===== src/rtl/div_result_bcd.sv =====
// Converts an 8-bit quotient/remainder pair to 3-digit BCD with an iterative double-dabble.
// Optional leading-zero blanking (4'hF nibbles) with BCD_BLANK_LEADING_ZERO_EN.

module div_result_bcd_dd_step #(
  parameter int OP_W  = 8,
  parameter int BCD_W = 12
) (
  input  logic [BCD_W-1:0] acc,
  input  logic [OP_W-1:0]  sh,
  output logic [BCD_W-1:0] acc_nx,
  output logic [OP_W-1:0]  sh_nx
);
  localparam int DIGITS = BCD_W / 4;

  logic [BCD_W-1:0] adj;

  for (genvar d = 0; d < DIGITS; d++) begin : g_dig
    assign adj[4*d +: 4] = (acc[4*d +: 4] >= 4'd5) ? acc[4*d +: 4] + 4'd3 : acc[4*d +: 4];
  end

  assign {acc_nx, sh_nx} = {adj[BCD_W-2:0], sh, 1'b0};
endmodule

module div_result_bcd (
  input  logic        clk,
  input  logic        rst_n,
  input  logic        in_valid,
  input  logic [7:0]  quotient_in,
  input  logic [7:0]  remainder_in,
  output logic        busy,
  output logic        out_valid,
  output logic [11:0] q_bcd,
  output logic [11:0] r_bcd,
  output logic        overrun
);
  localparam int NUM_OPS = 2;
  localparam int OP_W    = 8;
  localparam int BCD_W   = 12;

  typedef enum logic {IDLE = 1'b0, SHIFT = 1'b1} state_t;

  state_t state, state_nx;
  logic [2:0] cnt;
  logic [NUM_OPS-1:0][OP_W-1:0]  sh, sh_nx, ops;
  logic [NUM_OPS-1:0][BCD_W-1:0] acc, acc_nx;

  // Lane 0 carries the quotient, lane 1 the remainder.
  assign ops = {remainder_in, quotient_in};

  for (genvar l = 0; l < NUM_OPS; l++) begin : g_lane
    div_result_bcd_dd_step #(.OP_W(OP_W), .BCD_W(BCD_W)) u_step (
      .acc    (acc[l]),
      .sh     (sh[l]),
      .acc_nx (acc_nx[l]),
      .sh_nx  (sh_nx[l])
    );
  end

  function automatic logic [BCD_W-1:0] fmt(input logic [BCD_W-1:0] b);
    logic [BCD_W-1:0] o;
    o = b;
`ifdef BCD_BLANK_LEADING_ZERO_EN
    if (b[11:8] == 4'd0) o[11:8] = 4'hF;
    if (b[11:4] == 8'd0) o[7:4]  = 4'hF;
`endif
    return o;
  endfunction

  always_comb begin
    state_nx = state;
    case (state)
      IDLE:    if (in_valid) state_nx = SHIFT;
      SHIFT:   if (cnt == 3'd7) state_nx = IDLE;
      default: state_nx = IDLE;
    endcase
  end

  always_ff @(posedge clk or negedge rst_n) begin
    if (!rst_n) begin
      state     <= IDLE;
      cnt       <= '0;
      sh        <= '0;
      acc       <= '0;
      out_valid <= 1'b0;
      overrun   <= 1'b0;
      q_bcd     <= '0;
      r_bcd     <= '0;
    end else begin
      state     <= state_nx;
      out_valid <= 1'b0;
      overrun   <= 1'b0;
      case (state)
        IDLE: if (in_valid) begin
          sh  <= ops;
          acc <= '0;
          cnt <= '0;
        end
        SHIFT: begin
          sh      <= sh_nx;
          acc     <= acc_nx;
          cnt     <= cnt + 3'd1;
          overrun <= in_valid;
          // Publish straight from the last step so outputs never show partial sums.
          if (cnt == 3'd7) begin
            out_valid <= 1'b1;
            q_bcd     <= fmt(acc_nx[0]);
            r_bcd     <= fmt(acc_nx[1]);
          end
        end
        default: cnt <= '0;
      endcase
    end
  end

  assign busy = (state == SHIFT);
endmodule


===== config.mk =====
export PLATFORM = sky130hd
export DESIGN_NAME = div_result_bcd
export DESIGN_NICKNAME = d
export VERILOG_FILES = /design/src/rtl/div_result_bcd.sv
export SDC_FILE = /design/constraint.sdc
export NUM_CORES = 1
export LEC_CHECK = 0
export BUFFER_PORTS_ARGS = -buffer_cell sky130_fd_sc_hd__buf_2
export CORE_MARGIN = 5
export CORE_UTILIZATION = 35
export CTS_CLUSTER_SIZE = 25
export DETAILED_ROUTE_END_ITERATION = 16
export PLACE_DENSITY = 0.53
export SYNTH_ARGS = -nofsm -noshare
export SYNTH_HDL_FRONTEND = slang
export SYNTH_HIERARCHICAL = 1
export SYNTH_SLANG_ARGS = --single-unit

===== constraint.sdc =====
create_clock -name clk -period 1.8 [get_ports clk]
set_input_delay 0.18 -clock clk [delete_from_list [all_inputs] [get_ports clk]]
set_output_delay 0.18 -clock clk [all_outputs]
set_load 0.05 [all_outputs]

==> key figures, run 1 <==
Status
  – Outcome: finished clean

Clocking
  – TritonCTS clock tree: yes
  – # resized after CTS: 0
  – Worst-path clk slew: 70 ps
  – Setup bufs post-CTS: 0
  – CTS sink count: 70
  – Root Buffer: clkbuf_8
  – CTS H-tree depth: 3
  – Inserted Clock Buffers: 9
  – Clk buf depth: 2
  – Insertion delay to the later sink of the worst-skew pair: 340 ps

Placed design
  – Hpwl dp: 4420 um
  – # port buffers: 45
  – Gpl congestion: 0.735

Floorplanning
  – Chip width: 109 um
  – Die Height: 109 um
  – Die area: 0.0119 mm2
  – Starting Density: 35.4%
  – Ports: 46
  – Row count: 36
  – Core region area: 0.00968 mm2

Final layout
  – Area grow syn2layout: 11.6%
  – Util after Layout: 39.5%
  – Final #Nets: 365
  – Multi-input gate area: 0.00141 mm2
  – Register area: 0.00175 mm2
  – Fillers: 979
  – # diodes: 0
  – Share of layout cells above drive strength 1: 23.2%

Worst setup path
  – Top cell by count, worst path: ha_1
  – Reg2Reg Launch Point: cnt[0]
  – CP Data Arrival Time: 1860 ps
  – Peak per-stage delay on the critical path: 400 ps
  – Flop-to-flop setup slack: 150 ps
  – Worst r2r dst: q_bcd[9]
  – FF-to-FF path depth: 4
  – Worst Setup SP: cnt[0]
  – Worst-path cell chain: ha_1 > ha_1 > nand2_4 > mux2_1
  – Critical path launch point type: flip-flop
  – Worst Setup Path Type: reg -> reg
  – Crit-path max FO: 25
  – Worst endpoint required time: 2010 ps
  – Slowest library cell on the worst path: dfrtp_1
  – Worst Setup EP: q_bcd[9]
  – CP Capture Type: flip-flop

Power
  – Pwr Total: 0.00792 W
  – Pwr/cell area: 2070 mW/mm2
  – Max VDD drop: 0.965 mV
  – Int Power: 0.00444 W
  – Switch Pwr: 0.00348 W
  – Share of power burned in registers: 36.2%
  – Clock share of power: 13.5%
  – P_leak: 1.92 nW
  – Combinational power share: 50.3%
  – Sw Share: 44.0%

Synth
  – Syn_area_per_cell: 11.5 um2
  – Post-synth EDFFs: 0
  – Distinct cells, synth: 22
  – Syn nets: 332
  – Synthesized area: 0.00343 mm2
  – Cells after Synth: 299
  – Post-synth top area share: 51.0%
  – Synth top area cells: dfrtp_1, mux2i_1, a22o_1, mux2_1, ha_1
  – Most numerous cell in the Yosys netlist: dfrtp_1
  – Post-synth top area cell: dfrtp_1
  – Most frequent cells after synthesis: dfrtp_1, nand2_1, a22o_1
  – Total of warnings raised by yosys: 6
  – Seq/Total Area, Yosys: 51.0%
  – Async SR Flop Fraction: 100%
  – Seq cells post-synth: 70
  – Most used DFF post-synth: dfrtp_1

Drt
  – DRC viols: 0
  – Final WL: 6400 um
  – Pre-antenna DRT Iters: 4
  – Vias per cell: 4.60
  – Avg WL per Cell: 13.6 um
  – Via count: 2,157
  – Routed Antenna Nets: 0
  – Initial DRC count: 78

STA
  – Setup tns final: 0 ps
  – RSZ-0062 raised after global routing: no
  – Final Hold Vio Count: 0
  – Final setup vio count: 0
  – Final worst-path cycle share: 91.4%
  – Slew Limit Headroom: 58.0%
  – Final min period: 1650 ps
  – Fmax: 608 MHz
  – Least-Margin Pin Slew: 629 ps
  – Clock Skews: 7.32 ps
  – Max Slew Vio Count: 0

Global routing
  – Pin count of the biggest net entering global routing: 33
  – Total gr overflow: 0
  – Initial antenna violation count: 0
  – First-pass GRT wire length: 10,900 um
  – GR Util All Layers: 11.9%
  – Vias in the first global route: 2,202

Hold path
  – Hold Crit Class: in -> reg

Run
  – Max-cap viol count: 0
## flip-flops by register name, indices dropped and copies added, names as in the netlist
signal and count:
out_valid 1, cnt 3, q_bcd 12, r_bcd 12, sh 16, overrun 1
busy 1, acc 24
## power groups by stage
| stage | combinational, W | sequential [W] | clock, W |
|---|---|---|---|
| floorplan | 0.00261 | 0.00369 | 0 |
| global placement | 0.00396 | 0.00288 | 0 |
| detailed placement | 0.00404 | 0.00291 | 0 |
| CTS | 0.00406 | 0.00289 | 0.00113 |
| global route | 0.00441 | 0.00298 | 0.00120 |
| finish | 0.00398 | 0.00287 | 0.00107 |
## final cells by class
class | count | area share, %
inverter | 14 | 1.37
tap | 133 | 4.34
timing repair buffer | 53 | 7.58
clock inverter | 2 | 0.261
sequential | 70 | 45.8
clock buffer | 13 | 3.89
multi-input combinational | 184 | 36.8
## worst min path at each step
stage	startpoint	depth (start not counted)	endpoint	slack [ps]
after CTS	remainder_in[6]	3	sh[14]	90
after detailed placement	rst_n	1	q_bcd[3]	140
after floorplan	rst_n	0	acc[0]	-120
after global placement	rst_n	1	acc[3]	130
after global routing	quotient_in[4]	3	sh[4]	110
final	remainder_in[6]	3	sh[14]	110
## timing repair
action                                  CTS  global route
endpoints found under the setup margin    0             0
endpoints found under the hold margin    24             0
hold buffers                              1             0
## layer usage
layer  vias to the layer above  GRT usage (%)  wire (um)
met3                         9           4.74        342
met2                        42           18.2       2990
met1                      1039           15.3       2950
li1                       1067              -          -
met5                         -              0          0
met4                         0           4.15        115
## logic make-up (layout without fill, tap and decap cells)
logic type,count (synthesis),count (layout),synth area share (%)
buffers and inverters,45,82,7.91
AOI/OAI and AO/OA,56,56,11.7
other,2,2,0.219
muxes,48,48,14.9
DFF,70,70,51.0
xor gates and xnor gates,6,6,1.53
adders and majority gates,14,14,5.10
and+or+nand+nor,58,58,7.66
## placed cells by master, fill, tap and decap left out, drive strengths merged
cell type,instances
mux2i,24
nor2,7
nand2,39
clkbuf,13
xnor2,6
dfrtp,70
ha,14
inv,14
clkinv,2
mux2,24
and2,1
nand2b,11
a22o,26
buf,52
dlygate4sd3,1
conb,2
a21oi,6
o21ai,24
## per-stage QoR
step	std cells	cell area, um2	hold slack [ps]	setup slack, ps
final	469	3830	106	154
after global routing	469	3830	106	74.8
after CTS	469	3830	90.9	121
after detailed placement	453	3660	138	151
after global placement	453	3660	127	186
after floorplan	299	3430	-116	291
## critical path: cells and delay by family, from the launching register on
| kind | cells | cell delay (ps) |
|---|---|---|
| adders and majority gates | 2 | 420 |
| and+or+nand+nor | 1 | 310 |
| DFF | 1 | 400 |
| muxes | 1 | 390 |
(Power assumes the default switching activity.)
==> run 2, diff against run 1 <==
Settings changed: CTS_CLUSTER_DIAMETER set to 120, SETUP_SLACK_MARGIN set to 0.3.
==> key figures, run 2 (synthesis gave the netlist of run 1 again) <==
Status
  – Outcome: finished clean

Drt
  – Final WL: 7230 um (+13%)
  – Vias per cell: 4.62 (+0.42%)
  – DRC viols: 0 (unchanged)
  – Routed Antenna Nets: 0 (unchanged)
  – Via count: 2,277 (+5.6%)
  – Pre-antenna DRT Iters: 4 (unchanged)
  – Avg WL per Cell: 14.7 um (+7.5%)
  – Initial DRC count: 63 (-19%)

Clocking
  – Clk buf depth: 2 (unchanged)
  – Root Buffer: clkbuf_8
  – TritonCTS clock tree: yes
  – CTS H-tree depth: 3 (unchanged)
  – Worst-path clk slew: 70 ps (about the same)
  – Insertion delay to the later sink of the worst-skew pair: 350 ps (about the same)
  – Inserted Clock Buffers: 9 (unchanged)
  – CTS sink count: 70 (unchanged)

Worst setup path
  – CP Data Arrival Time: 1700 ps (-160 ps)
  – FF-to-FF path depth: 5 (+1)
  – Worst endpoint required time: 2030 ps (+20 ps)
  – Worst Setup EP: q_bcd[8]
  – Flop-to-flop setup slack: 330 ps (+170 ps)
  – Reg2Reg Launch Point: acc[5]
  – Worst r2r dst: q_bcd[8]
  – Worst Setup SP: acc[5]
  – Critical path launch point type: flip-flop
  – Worst Setup Path Type: reg -> reg
  – CP Capture Type: flip-flop
  – Crit-path max FO: 2 (-92%)

Global routing
  – GR Util All Layers: 12.8% (+0.93 points)
  – Initial antenna violation count: 0 (unchanged)
  – Total gr overflow: 0 (unchanged)
  – First-pass GRT wire length: 11,700 um (+7.5%)
  – Vias in the first global route: 2,390 (+8.5%)
  – Pin count of the biggest net entering global routing: 34 (+3.0%)

STA
  – Setup tns final: 0 ps (unchanged)
  – RSZ-0062 raised after global routing: yes
  – Final Hold Vio Count: 0 (unchanged)
  – Fmax: 679 MHz (+12%)
  – Worst hold slack: 102 ps (-4.95 ps)
  – Final setup vio count: 0 (unchanged)
  – Max Slew Vio Count: 0 (unchanged)
  – Clock Skews: 5.69 ps (-1.62 ps)
  – Least-Margin Pin Slew: 633 ps (+3.89 ps)
  – Slew Limit Headroom: 57.8% (-0.16 points)
  – Final min period: 1470 ps (-173 ps)
  – Final worst-path cycle share: 81.8% (-9.6 points)

Final layout
  – # diodes: 0 (unchanged)
  – Largest regs: acc x24, sh x16
  – Area grow syn2layout: 25.7%
  – Final #Nets: 390 (+6.8%)
  – Largest reg by FF count: acc
  – Most frequent cells in the layout: dfrtp_1, buf_2, nand2_1
  – Most common cell after layout, fill and taps aside: dfrtp_1
  – Max reg flops: 24 (unchanged)
  – Share of layout cells above drive strength 1: 39.7% (+17 points)

Floorplanning
  – Starting Density: 35.4% (unchanged)
  – Ports: 46 (unchanged)
  – Chip width: 109 um (unchanged)
  – Core region area: 0.00968 mm2 (unchanged)
  – Row count: 36 (unchanged)
  – Die Height: 109 um (unchanged)
  – Die area: 0.0119 mm2 (unchanged)

Hold path
  – Hold Crit Class: in -> reg
  – Hold_sp: quotient_in[2]

Power
  – P_leak: 2.09 nW (+9.0%)
  – Max VDD drop: 0.600 mV (-38%)
  – Pwr Total: 0.00924 W (+17%)
  – Pwr/cell area: 2140 mW/mm2 (+3.6%)

Placed design
  – Gpl congestion: 0.746 (+1.4%)
  – Hpwl dp: 4430 um (+0.13%)
  – # port buffers: 45 (unchanged)

Run
  – Max-cap viol count: 0 (unchanged)
-- run 2: worst max-delay path, stage by stage, from the launching register on --
cell and delay, ps:
dfrtp_1 400, buf_4 140, buf_4 120, o21ai_0 230, o21ai_1 150, mux2_1 300
-- run 2: metrics by stage --
stage	area (um2)	instances	util, %	setup slack [ps]
6_report	4310	493	44.5	327
3_5_place_dp	3690	454	38.1	155
4_1_cts	4040	483	41.7	299
2_1_floorplan	3430	299	-	330
3_3_place_gp	3690	454	38.1	180
5_1_grt	4310	493	44.5	227
-- run 2: worst min-delay path by stage --
stage	endpoint	slack [ps]	cells past startpoint
after floorplan	acc[0]	-120	0
after global placement	q_bcd[1]	230	1
after detailed placement	q_bcd[1]	240	1
after CTS	sh[2]	90	3
after global routing	sh[2]	100	3
final	sh[2]	100	3
-- run 2: layout make-up --
cell class | instances | area [um2]
clock buffers | 13 | 169
clock inverters | 1 | 5.00
fillers | 940 | 5370
inverters | 14 | 52.6
multi-input cells | 185 | 1660
flip-flops and latches | 70 | 1750
well taps | 133 | 166
repair buffers | 77 | 510
-- run 2: layer usage --
layer	global-route usage, %	vias to the layer above	share of wire [%]
met4	4.60	0	1.5
met1	16.5	1111	47
met2	20.3	36	47
li1	-	1121	-
met5	0	-	0
met3	4.14	9	3.8
-- run 2: repair_timing --
item,in CTS,in global routing
cloned,1,0
endpoints found under the setup margin,30,24
endpoints found under the hold margin,22,0
pin swaps,6,11
resized for setup,14,43
buffers inserted,13,10
hold buffers,1,0
-- run 2: power breakdown --
| group | total (W) | internal, W | switching (W) |
|---|---|---|---|
| logic | 0.00516 | 0.00233 | 0.00283 |
| clock network | 0.00117 | 0.000597 | 0.000572 |
| registers | 0.00291 | 0.00233 | 0.000579 |
| total | 0.00924 | 0.00526 | 0.00398 |
==> run 3, diff against run 2 <==
Settings changed: ABC_AREA set to 1, PLACE_DENSITY 0.53 to 0.55.
Clock period 1.8 ns to 1.25 ns, I/O delays scaled along.
==> key figures, run 3 <==
Status
  – Outcome: finished with violations
  – Failing checks: negative setup slack

Hold path
  – Hold_sp: quotient_in[2]
  – Worst Hold Path Cells: 3 (unchanged)
  – Hold Crit Class: in -> reg
  – Hold worst-path end: sh[2]

Worst setup path
  – Worst Setup Path Type: reg -> reg
  – Crit-path max FO: 7 (+5)
  – Worst endpoint required time: 1520 ps (-510 ps)
  – Flop-to-flop setup slack: -80 ps (-410 ps)
  – Reg2Reg Launch Point: busy
  – Worst r2r dst: acc[20]
  – CP Capture Type: flip-flop
  – CP Data Arrival Time: 1600 ps (-100 ps)
  – Worst Setup SP: busy
  – Critical path launch point type: flip-flop
  – FF-to-FF path depth: 6 (+1)

Clocking
  – Clk buf depth: 2 (unchanged)
  – Root Buffer: clkbuf_8
  – CTS H-tree depth: 3 (unchanged)
  – Insertion delay to the later sink of the worst-skew pair: 340 ps (about the same)
  – TritonCTS clock tree: yes
  – CTS sink count: 70 (unchanged)
  – Worst-path clk slew: 70 ps (about the same)
  – Inserted Clock Buffers: 9 (unchanged)

STA
  – Max Slew Vio Count: 0 (unchanged)
  – Final min period: 1330 ps (-142 ps)
  – Final worst-path cycle share: 107% (+25 points)
  – Final WS setup: -81.3 ps (-408 ps)
  – Setup tns final: -1500 ps (-1500 ps)
  – RSZ-0062 raised after global routing: yes
  – Clock Skews: 7.62 ps (+1.93 ps)
  – Final Hold Vio Count: 0 (unchanged)
  – Fmax: 751 MHz (+11%)
  – Final setup vio count: 50 (+50)

Synth
  – Distinct cells, synth: 20 (-9.1%)
  – Post-synth top area share: 48.6% (-2.4 points)
  – Cells after Synth: 435 (+45%)
  – Syn_area_per_cell: 8.28 um2 (-28%)
  – Most numerous cell in the Yosys netlist: nand2_1
  – Seq/Total Area, Yosys: 48.6% (-2.4 points)
  – Post-synth EDFFs: 0 (unchanged)
  – Post-synth top area cell: dfrtp_1
  – Most frequent cells after synthesis: nand2_1, dfrtp_1, inv_1
  – Total of warnings raised by yosys: 6 (unchanged)
  – Seq cells post-synth: 70 (unchanged)
  – Most used DFF post-synth: dfrtp_1
  – Async SR Flop Fraction: 100% (unchanged)
  – Synthesized area: 0.00360 mm2 (+4.9%)
  – Synth top area cells: dfrtp_1, nand2_1, nand3_1, o21ai_0, inv_1
  – Syn nets: 468 (+41%)

Floorplanning
  – Row count: 37 (+2.8%)
  – Core region area: 0.0102 mm2 (+5.2%)
  – Chip width: 111 um (+2.2%)
  – Starting Density: 35.4% (-0.083 points)
  – Ports: 46 (unchanged)
  – Die area: 0.0124 mm2 (+4.5%)
  – Die Height: 111 um (+2.2%)

Final layout
  – Register area: 0.00176 mm2 (+0.21%)
  – Largest reg by FF count: acc
  – Final #Nets: 560 (+44%)
  – Largest regs: acc x24, sh x16
  – Multi-input gate area: 0.00198 mm2 (+20%)
  – # diodes: 0 (unchanged)
  – Area grow syn2layout: 53.1%
  – Share of layout cells above drive strength 1: 55.1% (+15 points)
  – Max reg flops: 24 (unchanged)
  – Most frequent cells in the layout: nand2_1, dfrtp_1, buf_4
  – Most common cell after layout, fill and taps aside: nand2_1
  – Fillers: 928 (-1.3%)

Placed design
  – Hpwl dp: 4910 um (+11%)
  – # port buffers: 45 (unchanged)
  – Worst slack, placed: -33.2 ps (-189 ps)
  – Gpl congestion: 0.814 (+9.2%)

Power
  – Max VDD drop: 1.17 mV (+95%)
  – P_leak: 2.68 nW (+28%)
  – Pwr/cell area: 2950 mW/mm2 (+37%)

Global routing
  – Pin count of the biggest net entering global routing: 71 (+110%)
  – GR Util All Layers: 13.3% (+0.43 points)
  – Vias in the first global route: 2,967 (+24%)
  – Initial antenna violation count: 0 (unchanged)
  – Total gr overflow: 0 (unchanged)
  – First-pass GRT wire length: 13,700 um (+17%)

Drt
  – Vias per cell: 4.66 (+0.84%)
  – Via count: 3,102 (+36%)
  – Routed Antenna Nets: 0 (unchanged)
  – Final WL: 9020 um (+25%)
  – Pre-antenna DRT Iters: 5 (+1)
  – Avg WL per Cell: 13.5 um (-7.7%)
  – DRC viols: 0 (unchanged)
  – Initial DRC count: 143 (+130%)

Run
  – Max-cap viol count: 0 (unchanged)
run 3: changes by cell type after synthesis, moves of 24 or more:
cell | previous run | this run
nand3_1 | 0 | 38
a22o_1 | 26 | 0
mux2i_1 | 24 | 0
inv_1 | 14 | 47
nand2_1 | 38 | 126
o21ai_0 | 7 | 36
run 3: stage by stage:
step           power [W]  instances  hold slack (ps)  area [um2]  utilization [%]
2_1_floorplan    0.00974        435             -171        3760                -
3_3_place_gp      0.0109        597              186        4060             39.9
3_5_place_dp      0.0110        597              184        4060             39.9
4_1_cts           0.0142        633             16.1        4740             46.5
5_1_grt           0.0175        666             23.5        5510             54.1
6_report          0.0162        666             32.5        5510             54.1
run 3: cell families after synthesis:
kind of cell               share of synthesized area [%]
DFF                                                 48.6
AOI/OAI and AO/OA                                   10.8
other                                              0.209
and+or+nand+nor                                     23.8
adders and majority gates                           4.86
buffers and inverters                               11.6
run 3: power breakdown:
| part | total [W] | switching, W | internal [W] |
|---|---|---|---|
| clock network | 0.00157 | 0.000826 | 0.000749 |
| logic | 0.0103 | 0.00569 | 0.00465 |
| registers | 0.00432 | 0.000966 | 0.00336 |
run 3: cell type report:
type,count,area share [%]
Inverter,52,3.81
Clock buffer,12,2.63
Multi-Input combinational cell,279,36.0
Timing Repair Buffer,115,22.4
Sequential cell,70,31.9
Tap cell,136,3.09
Clock inverter,2,0.182
run 3: repair_timing:
action,CTS,global route
pin swaps,26,45
setup endpoints to repair,96,96
hold buffers,1,0
gates resized for setup,99,114
buffers inserted,19,23
hold endpoints to repair,70,0
cloned,2,10
run 3: how the worst max path moves through the flow:
stage,slack (ps),end,depth (start not counted)
2_1_floorplan,30,q_bcd[10],7
3_3_place_gp,4,acc[18],8
3_5_place_dp,-30,acc[17],8
4_1_cts,-30,acc[14],8
5_1_grt,-120,acc[20],6
6_report,-80,acc[20],6
run 3: critical path: stages, from the launching register on:
cell and delay, ps:
dfrtp_4 510, buf_12 150, nor2_4 140, buf_12 170
clkbuf_16 160, nand2_1 70, o21ai_2 60
run 3: metal layers:
metal | routed length [um] | GRT usage [%] | vias to the layer above
met5 | 0 | 0 | -
met4 | 64 | 2.92 | 0
met3 | 412 | 4.46 | 8
met2 | 4430 | 21.7 | 45
met1 | 4110 | 17.2 | 1504
li1 | - | - | 1545
